### config.mk
export PLATFORM = sky130hd
export DESIGN_NAME = game_flow_controller
export DESIGN_NICKNAME = d
export VERILOG_FILES = /design/src/rtl/game_pkg.sv /design/src/rtl/game_flow_controller_button_debouncer.sv /design/src/rtl/game_flow_controller.sv
export SDC_FILE = /design/constraint.sdc
export NUM_CORES = 1
export LEC_CHECK = 0
export ABC_AREA = 1
export BUFFER_PORTS_ARGS = -buffer_cell sky130_fd_sc_hd__buf_2
export CELL_PAD_IN_SITES_DETAIL_PLACEMENT = 1
export CELL_PAD_IN_SITES_GLOBAL_PLACEMENT = 2
export CORE_AREA = 2 2 100 102
export DETAILED_ROUTE_END_ITERATION = 10
export DIE_AREA = 0 0 102 104
export PLACE_DENSITY = 0.87
export SYNTH_ARGS = -nofsm -noshare
export SYNTH_HDL_FRONTEND = slang
export SYNTH_SLANG_ARGS = --single-unit
### constraint.sdc
create_clock -name vga_clock -period 1.8 [get_ports vga_clock]
set_input_delay 0.18 -clock vga_clock [delete_from_list [all_inputs] [get_ports vga_clock]]
set_output_delay 0.18 -clock vga_clock [all_outputs]
set_load 0.1 [all_outputs]
### src/rtl/game_pkg.sv
// game_pkg: shared game states, screen-select encodings and display helpers
package game_pkg;
    typedef enum logic [2:0] {
        START      = 3'd0,
        LEVEL_INIT = 3'd1,
        LEVEL      = 3'd2,
        WIN        = 3'd3,
        GAME_OVER  = 3'd4
    } game_state_t;

    localparam logic [1:0] SCR_START    = 2'd0;
    localparam logic [1:0] SCR_LEVEL    = 2'd1;
    localparam logic [1:0] SCR_WIN      = 2'd2;
    localparam logic [1:0] SCR_GAMEOVER = 2'd3;

    function automatic logic [1:0] screen_of(input game_state_t s);
        return s == START ? SCR_START : s == WIN ? SCR_WIN : s == GAME_OVER ? SCR_GAMEOVER : SCR_LEVEL;
    endfunction

    function automatic logic [2:0] sat3(input int unsigned v);
        return v > 7 ? 3'd7 : v[2:0];
    endfunction
endpackage

### src/rtl/game_flow_controller_button_debouncer.sv
// button_debouncer: 2-FF synchroniser plus debounce counter for an active-low push button
module button_debouncer #(
    parameter int DEBOUNCE_CYCLES = 250000
) (
    input  logic vga_clock,
    input  logic reset,
    input  logic button,
    output logic debounced,
    output logic press
);
    localparam int DW = DEBOUNCE_CYCLES > 1 ? $clog2(DEBOUNCE_CYCLES) : 1;

    logic [1:0]    sync;
    logic [DW-1:0] cnt;
    logic          done;

    assign done = sync[1] != debounced && cnt == DW'(DEBOUNCE_CYCLES - 1);

    always_ff @(posedge vga_clock or negedge reset)
        if (!reset) begin
            sync      <= 2'b11;
            cnt       <= '0;
            debounced <= 1'b1;
            press     <= 1'b0;
        end else begin
            sync      <= {sync[0], button};
            cnt       <= (sync[1] == debounced || done) ? '0 : cnt + 1'b1;
            debounced <= done ? sync[1] : debounced;
            press     <= done & debounced;
        end
endmodule

### src/rtl/game_flow_controller.sv
// game_flow_controller: multi-level game sequencer with lives, debounced start and end-screen hold-off
module game_flow_controller
    import game_pkg::*;
#(
    parameter int NUM_LEVELS      = 3,
    parameter int LIVES           = 3,
    parameter int DEBOUNCE_CYCLES = 250000,
    parameter int HOLD_CYCLES     = 25000000,
    parameter int LW              = NUM_LEVELS > 1 ? $clog2(NUM_LEVELS) : 1,
    parameter int CW              = $clog2(LIVES + 1)
) (
    input  logic          vga_clock,
    input  logic          reset,
    input  logic          start_button,
    input  logic          level_win,
    input  logic          level_lose,
    output logic [1:0]    screen_sel,
    output logic [LW-1:0] level_index,
    output logic          level_reset_n,
    output logic [CW-1:0] lives,
    output logic [9:0]    leds
);
    localparam int HW = $clog2(HOLD_CYCLES + 1);

    game_state_t   state, state_n;
    logic [LW-1:0] index_n;
    logic [CW-1:0] lives_n;
    logic [HW-1:0] hold;
    logic          btn_db, press, at_end, hold_done;

    button_debouncer #(.DEBOUNCE_CYCLES(DEBOUNCE_CYCLES)) u_start (
        .vga_clock (vga_clock),
        .reset     (reset),
        .button    (start_button),
        .debounced (btn_db),
        .press     (press)
    );

    assign at_end        = state == WIN || state == GAME_OVER;
    assign hold_done     = hold == HW'(HOLD_CYCLES);
    assign level_reset_n = state == LEVEL;

    always_comb begin
        state_n = state;
        index_n = level_index;
        lives_n = lives;
        case (state)
            START:      state_n = press ? LEVEL_INIT : START;
            LEVEL_INIT: state_n = LEVEL;
            LEVEL:
                if (level_win) begin
                    state_n = level_index == LW'(NUM_LEVELS - 1) ? WIN : LEVEL_INIT;
                    index_n = level_index == LW'(NUM_LEVELS - 1) ? level_index : level_index + 1'b1;
                end else if (level_lose) begin
                    state_n = lives <= CW'(1) ? GAME_OVER : LEVEL_INIT;
                    lives_n = lives == '0 ? lives : lives - 1'b1;
                end
            WIN, GAME_OVER:
                if (press && hold_done) begin
                    state_n = START;
                    index_n = '0;
                    lives_n = CW'(LIVES);
                end
            default:    state_n = START;
        endcase
    end

    // hold counter idles at 0 outside the end screens, so it starts from 0 on entry
    always_ff @(posedge vga_clock or negedge reset)
        if (!reset) begin
            state       <= START;
            level_index <= '0;
            lives       <= CW'(LIVES);
            hold        <= '0;
            screen_sel  <= SCR_START;
            leds        <= {1'b1, 3'b100, sat3(LIVES), 3'b000};
        end else begin
            state       <= state_n;
            level_index <= index_n;
            lives       <= lives_n;
            hold        <= at_end ? (hold_done ? hold : hold + 1'b1) : '0;
            screen_sel  <= screen_of(state_n);
            leds        <= {btn_db, state_n == START, state_n == WIN, state_n == GAME_OVER,
                            sat3(32'(lives_n)), 3'(index_n)};
        end
endmodule

==> impl_metrics.ini <==
[power]
internal_power_uw = 2050
clock_power_share_pct = 46.4
peakVddDrop_mv = 0.303
switching_share_pct = 24.2
pwr-share-seq_pct = 50.5
p_leak_uw = 0.00159
power_density_nw_per_um2 = 720
power.switching_uw = 653
comb_power_share_pct = 3.1

[die]
die_area_um2 = 10600
fp-row-count = 36
die_w_um = 102
boundaryPins = 22
start_util_pct = 33.9
core_um2 = 9550
fp.dieH_um = 104

[yosys]
synth_cells = 400
yosys_register_bits = 60
yosysWarnings = 0
async_reset_ff_share_pct = 100
synth_edf_count = 0
netlist_area_um2 = 3240
yosysUniqueCellTypes = 41
synth_ff_type = dfrtp_1
syn_avg_cell_area_um2 = 8.10
yosysSeqAreaShare_pct = 46.6

[timing]
finalSetupTns_ns = 0
worstMarginPinSlew_ns = 0.597
skew_ns = 0.0102
clock.fmax_mhz = 598
hold_viol = 0
final.setup.worst_slack_ns = 0.128
slew_headroom_pct = 60.1
min_period_over_period_pct = 92.9
maxSlewViolCount = 0
layout_min_cycle_time_ns = 1.67
rsz0062_at_grt = no
setup-violations-final = 0

[critical_path]
path_buf_inv = 1
max_stage_delay_ns = 0.42
cp.depth = 8
worstPathArrival_ns = 1.90
cp-start-kind = register
cp_max_fo = 4
cp-end-kind = register
r2r_end = screen_sel[1]
path_cells = inv_1 > ha_1 > nand4_1 > nor2_1 > nand3_1 > nand3_1 > nand2_1 > or2_1
critPathRequiredTime_ns = 2.03
reg2reg_depth = 8
crit_top_cell = nand3_1
regToRegSetupSlack_ns = 0.13
cp_top_family = simple AND/OR/NAND/NOR gates
path_class = reg -> reg
r2r_start = hold[0]
critical-path-slowest-cell = dfrtp_1

[routing]
remaining_drc_errors = 0
wl_per_cell_um = 13.3
ant_nets = 0
drt-vias-per-instance = 4.82
firstDrtPassIters = 4
vias = 2734
drtIter0Drc = 46
routed_wl_um = 7540

[placed_design]
port-buffer-count = 19
hpwlAfterDp_um = 5750
preCtsSetupSlack_ns = 0.0829
gp_congestion = 0.790

[global_route]
grt_pass1_wl_um = 13400
track_usage_pct = 15.8
grt_max_degree = 41
grt_pass1_vias = 2862
gr-total-overflow = 0
grt_antenna_before_repair = 0

[cells_and_area]
layout-drive-gt1-share_pct = 21.0
layout_commonest_cell = nand2_1
final_cell_mix = nand2_1, inv_1, nor2_1
area_growth_pct = 15.9
finalNetCount = 439
antennaDiodeCount = 0

[run_status]
status = complete, no violations

[clocking]
clockRootBuffer = clkbuf_8
cts_buffer_depth = 2
cts_buffers = 9
htree_levels = 3
clk_pin_slew_ns = 0.08
cts_tree = done
clk_latency_ns = 0.35
clock_sinks = 60

[worst_hold_path]
hold_class = in -> reg
min_to = leds[6]
hold_depth = 4
holdCritStartpoint = level_win

[flow_run]
maxCapViolations = 0
[worst max path at each step]
stage,start,endpoint
after CTS,hold[0],hold[16]
after detailed placement,hold[0],hold[16]
after floorplan,state[2],screen_sel[1]
final,hold[0],screen_sel[1]
after global placement,hold[0],hold[16]
after global routing,hold[0],hold[22]
[flip-flops by register name, indices dropped and copies added (netlist names), named ones only]
register and flops:
u_start.debounced 1, screen_sel 2, u_start.cnt 18, leds 4, state 3, hold 25, u_start.sync 2, u_start.press 1
[final cells by class]
cell class	instances	area [µm²]
clock buffer	10	138
clock inverter	6	63.8
fill	1188	5790
inverter	58	221
multi-input combinational	274	1490
sequential	60	1510
tap	133	166
timing repair buffer	26	168
[cell usage after synthesis, drive strengths merged (6+ instances only)]
master   n  area (µm²)
inv     57         214
buf      9        70.1
nand4   13        87.6
xor2     6        52.6
nor2    62         268
nor3    32         208
a21oi   19        98.9
o21ai   20         115
nand2   74         293
dfrtp   53        1330
dfstp    7         184
nand3   27         150
[power by group through the flow]
stage               clock network [µW]  logic, µW  registers [µW]
floorplan                            0       44.8            1390
global placement                     0       80.5            1390
detailed placement                   0       81.6            1390
CTS                               1300       85.0            1360
global route                      1350       95.3            1370
finish                            1250       82.7            1370
[logic make-up after synthesis]
logic type,count (synthesis),share of synthesized area [%]
adder cells (fa/ha/maj),5,1.93
AO/OA/AOI/OAI,46,8.18
other,1,0.116
XOR/XNOR,7,1.89
buffers and inverters,67,8.88
AND/OR/NAND/NOR,214,32.4
flip-flops,60,46.6
[worst min-delay path, delay by kind of cell]
family	cells	cell delay [ns]
buffers and inverters	1	0.10
and+or+nand+nor	3	0.22
[repair_timing]
item,in CTS,in global routing
resized for setup,1,7
buffers inserted,0,2
setup endpoints to repair,1,5
pin swaps,0,1
hold buffers,2,0
endpoints found under the hold margin,21,0
[through the flow]
| stage | util [%] | area (µm²) | std cells | hold slack [ns] | total power, µW |
|---|---|---|---|---|---|
| floorplan | - | 3260 | 401 | -0.116 | 1430 |
| global route | 39.3 | 3760 | 567 | 0.212 | 2820 |
| finish | 39.3 | 3760 | 567 | 0.185 | 2700 |
| detailed placement | 36.5 | 3490 | 547 | 0.188 | 1470 |
| CTS | 38.9 | 3710 | 565 | 0.166 | 2750 |
| global placement | 36.5 | 3490 | 547 | 0.183 | 1470 |
[routing by layer]
metal  wire (µm)  global-route usage, %
met3         156                   3.90
met1        3390                   19.3
met5           0                      0
met4         101                   4.67
met2        3890                   27.2
Power figures use the tool's default switching activity.
